--- config.mk ---
export PLATFORM = sky130hd
export DESIGN_NAME = ball_speed_ctrl
export DESIGN_NICKNAME = d
export VERILOG_FILES = /design/src/rtl/ball_speed_ctrl.sv
export SDC_FILE = /design/constraint.sdc
export NUM_CORES = 1
export LEC_CHECK = 0
export BUFFER_PORTS_ARGS = -buffer_cell sky130_fd_sc_hd__buf_2
export CORE_MARGIN = 5
export CORE_UTILIZATION = 39
export CTS_CLUSTER_DIAMETER = 40
export DETAILED_ROUTE_END_ITERATION = 10
export SYNTH_ARGS = -nofsm -noshare
export SYNTH_HDL_FRONTEND = slang
export SYNTH_SLANG_ARGS = --single-unit
--- constraint.sdc ---
create_clock -name clk_in -period 2.5 [get_ports clk_in]
set_clock_uncertainty 0.05 [all_clocks]
set_input_delay 0.375 -clock clk_in [delete_from_list [all_inputs] [get_ports clk_in]]
set_output_delay 0.375 -clock clk_in [all_outputs]
set_load 0.01 [all_outputs]
--- src/rtl/ball_speed_ctrl.sv ---
// ball_speed_ctrl: rally speed controller producing the ball divider compare value, hit count and rally status
module ball_speed_ctrl #(
  parameter logic [25:0] SPEED_INIT  = 26'd25_000_000,
  parameter logic [25:0] SPEED_STEP  = 26'd2_000_000,
  parameter logic [25:0] SPEED_MIN   = 26'd5_000_000,
  parameter logic [15:0] LOCK_CYCLES = 16'd1000
) (
  input  logic        clk_in,
  input  logic        rst_n,
  input  logic        serve,
  input  logic        hit,
  input  logic        point_scored,
  output logic [25:0] ball_speed,
  output logic [7:0]  hit_count,
  output logic        speed_changed,
  output logic        rally_active
);
  typedef enum logic [1:0] {IDLE, RALLY, HOLD} state_t;
  state_t      state_q, state_d;
  logic [25:0] speed_q, speed_d, hit_speed;
  logic [7:0]  count_q, count_d;
  logic [15:0] lock_q, lock_d;
  logic        chg_q, chg_d, hit_prev_q, hit_rise, at_floor;
  always_comb begin
    hit_rise  = hit & ~hit_prev_q;
    at_floor  = {1'b0, speed_q} < {1'b0, SPEED_MIN} + {1'b0, SPEED_STEP};
    hit_speed = at_floor ? SPEED_MIN : speed_q - SPEED_STEP;
    state_d   = state_q;
    speed_d   = speed_q;
    count_d   = count_q;
    lock_d    = lock_q;
    if (state_q == IDLE) begin
      state_d = serve ? RALLY : IDLE;
    end else if (point_scored) begin
      state_d = IDLE;
      speed_d = SPEED_INIT;
      count_d = '0;
    end else if (state_q == RALLY && hit_rise) begin
      state_d = HOLD;
      speed_d = hit_speed;
      count_d = count_q + {7'd0, count_q != 8'hff};
      lock_d  = LOCK_CYCLES - 16'd1;
    end else if (state_q == HOLD) begin
      state_d = lock_q == '0 ? RALLY : HOLD;
      lock_d  = lock_q == '0 ? lock_q : lock_q - 16'd1;
    end
    chg_d = speed_d != speed_q;
  end
  always_ff @(posedge clk_in or negedge rst_n) begin
    if (!rst_n) begin
      state_q    <= IDLE;
      speed_q    <= SPEED_INIT;
      count_q    <= '0;
      lock_q     <= '0;
      chg_q      <= 1'b0;
      hit_prev_q <= 1'b0;
    end else begin
      state_q    <= state_d;
      speed_q    <= speed_d;
      count_q    <= count_d;
      lock_q     <= lock_d;
      chg_q      <= chg_d;
      hit_prev_q <= hit;
    end
  end
  assign ball_speed    = speed_q;
  assign hit_count     = count_q;
  assign speed_changed = chg_q;
  assign rally_active  = state_q != IDLE;
endmodule

==> flow_summary.toml <==
[synthesis]
synth_top_area_share_pct = 32.0
yosys.cell_types.count = 66
yosysMostFrequentCell = "nor2_1"
synth-edff-count = 0
synth_top_area_cell = "dfrtp_1"
synth_area_per_cell_um2 = 8.71
synth-main-ff-cell = "dfrtp_1"
ys_ff_latch = 54
yosys_warnings = 0
synth_cells = 377
ys_seq_area_share_pct = 41.6
synth_nets = 386
postSynth.asyncResetShare_pct = 100
netlist_top_cells_count = "nor2_1, dfrtp_1, nand2_1"
synth_area_leaders = "dfrtp_1, dfstp_2, nor2_1"
netlist_area_um2 = 3280

[sta]
fin_crit_sh_pct = 93.9
grt_setup_unrepaired = "false"
setup_viol = 0
slew_headroom_pct = 69.8
finalSetupTns_ns = 0
report.final.slew_viol_count = 0
min_period_ns = 2.35
finalWorstSetupSlack_ns = 0.153
clock.fmax_mhz = 426
finalHoldViolCount = 0
worst_pin_slew_ns = 0.441

[layout]
syn_to_final_growth_pct = 24.2
multi_input_area_um2 = 1830
drive_above_1_share_pct = 29.2
antenna_cells = 0
nFillCells = 794
ff_latch_area_um2 = 1370
fin_nets = 464

[cts]
cts_tree = "built"
ctsRootBufferMaster = "clkbuf_8"
cts.sinks = 54
clkLatencyLatePin_ns = 0.31
cts_inserted_buffers = 5
cts.clk_slew.worst_paths_ns = 0.10
h-tree-depth = 2
cts_max_path_buffers = 2

[routing]
routed-via-count = 3286
via_per_inst = 5.86
drcViolationCount = 0
wl_um = 9850
ant_nets = 0
drt_iter0_drc = 245
wl_per_cell_um = 17.6
dr.pass1.iters = 5

[grt]
grt_max_degree = 41
gr-total-overflow = 0
grt_usage_pct = 19.4
grt_pass1_vias = 3264
antenna_found_initial = 0
grt_pass1_wl_um = 15900

[worst_setup_path]
r2r_cells = 8
r2r_setup_slack_ns = 0.15
arrival_ns = 2.48
cp-end-kind = "flop"
critPathLaunchType = "flop"
crit_type = "reg2reg"
critPathMaxFanout = 4
required_ns = 2.64

[place]
portBuffers = 40
gp_congestion = 0.920
place_hpwl_um = 7260
dp_slack_ns = 0.0785

[floorplan]
pin_count = 41
dieArea_um2 = 10400
initial_core_util_pct = 40.0
row_count = 33
die-width_um = 102
fp.coreArea_um2 = 8220
die_h_um = 102

[power_and_ir_drop]
pwr-share-clk_pct = 15.1
cellPowerDensity_nw_per_um2 = 800
vdd_drop_max_uv = 388
p_leak_uw = 0.00182
p_switching_uw = 1350
p_seq_share_pct = 38.7
p_sw_share_pct = 41.3
power.internal_uw = 1910
p_comb_share_pct = 46.3

[min_path]
min_path_type = "in2reg"
worstHoldPathCells = 1

[run_status]
status = "finished, final reports clean"

[run]
maxCapViolCount = 0
==> layout by cell type (no fill, tap or decap), types with 3 or more instances in the layout <==
master    Yosys  layout
a21o_1        3       3
a21oi_1      24      22
a22o_1        3       3
a31oi_1      11      11
and2_1        9       9
and3_1        4       4
buf_2         1      40
buf_4         0      51
clkbuf_8      0       5
dfrtp_1      42      41
dfstp_2      12      12
ha_1          4       3
inv_1        12      12
nand2_1      31      31
nand2b_1      5       4
nand3_1      19      19
nand4_1       6       6
nand4b_1      4       4
nor2_1       45      43
nor3_1        8       8
nor4_1        5       4
o21ai_0      15      15
o21ai_1       8       8
o22ai_1       6       6
o31ai_1       4       4
or3_1         6       6
xnor2_1       3       3
xor2_1       14      14
==> flip-flops by register name, summed over array words and instances, names as in the netlist <==
signal and flops:
ball_speed 26, hit_count 8, hit_prev_q 1, lock_q 16, speed_changed 1, state_q 2
==> layout make-up <==
cell class              count  share of cell area [%]
well taps                 105                    3.22
clock buffers               7                    1.87
flip-flops and latches     54                    33.5
clock inverters             1                   0.184
repair buffers             93                    15.0
multi-input cells         288                    45.0
inverters                  13                    1.20
==> power by group through the flow <==
stage	logic [uW]	clock network [uW]	registers [uW]
2_1_floorplan	849	0	1260
6_report	1510	491	1260
5_1_grt	1660	544	1290
3_3_place_gp	1420	0	1270
4_1_cts	1460	509	1250
3_5_place_dp	1450	0	1270
==> metrics by stage <==
| step | hold slack, ns | cells | area, um2 | utilization (%) | total power [uW] |
|---|---|---|---|---|---|
| finish | 0.175 | 561 | 4080 | 49.6 | 3260 |
| global route | 0.156 | 561 | 4080 | 49.6 | 3500 |
| CTS | 0.162 | 559 | 4010 | 48.8 | 3220 |
| detailed placement | 0.266 | 550 | 3920 | 47.7 | 2720 |
| global placement | 0.268 | 550 | 3920 | 47.7 | 2690 |
| floorplan | 0.0294 | 377 | 3300 | - | 2100 |
==> critical path, stage by stage, from the launching register on <==
cell	delay, ns
dfstp_2	0.41
o41a_1	0.49
a311o_1	0.36
buf_4	0.15
nand3_1	0.07
a31oi_1	0.09
o21a_1	0.17
a2111oi_1	0.33
nand3_1	0.11
==> what timing repair did <==
action	CTS	global route
buffers inserted	0	2
hold buffers	1	0
setup endpoints to repair	0	8
hold endpoints to repair	4	0
resized for setup	0	12
==> kinds of logic (layout without fill, tap and decap cells) <==
kind of cell | after synthesis | in the layout | synth area share, %
compound gates | 110 | 110 | 22.9
xor+xnor | 17 | 17 | 4.53
fa+ha+maj | 4 | 4 | 1.52
buf+inv | 35 | 114 | 4.49
flops | 54 | 54 | 41.6
mux | 3 | 3 | 0.990
simple gates | 154 | 154 | 24.0
==> layer usage <==
| metal | vias to the layer above | part of all wire, % | track usage, % |
|---|---|---|---|
| met4 | 0 | 3.4 | 8.18 |
| met2 | 115 | 48 | 32.0 |
| met3 | 32 | 5.6 | 3.17 |
| li1 | 1542 | - | - |
| met1 | 1597 | 43 | 25.1 |
| met5 | - | 0 | 0 |
==> path summary, 6_finish.rpt <==
| check | endpoint | start |
|---|---|---|
| max | speed_changed | ball_speed[11] |
| min | hit_prev_q | hit |
| max reg2reg | speed_changed | ball_speed[11] |
| min reg2reg | ball_speed[4] | ball_speed[4] |
| max in group asynchronous | ball_speed[21] | rst_n |
| min in group asynchronous | ball_speed[15] | rst_n |
Note: power is estimated with default switching activity, not from simulation.
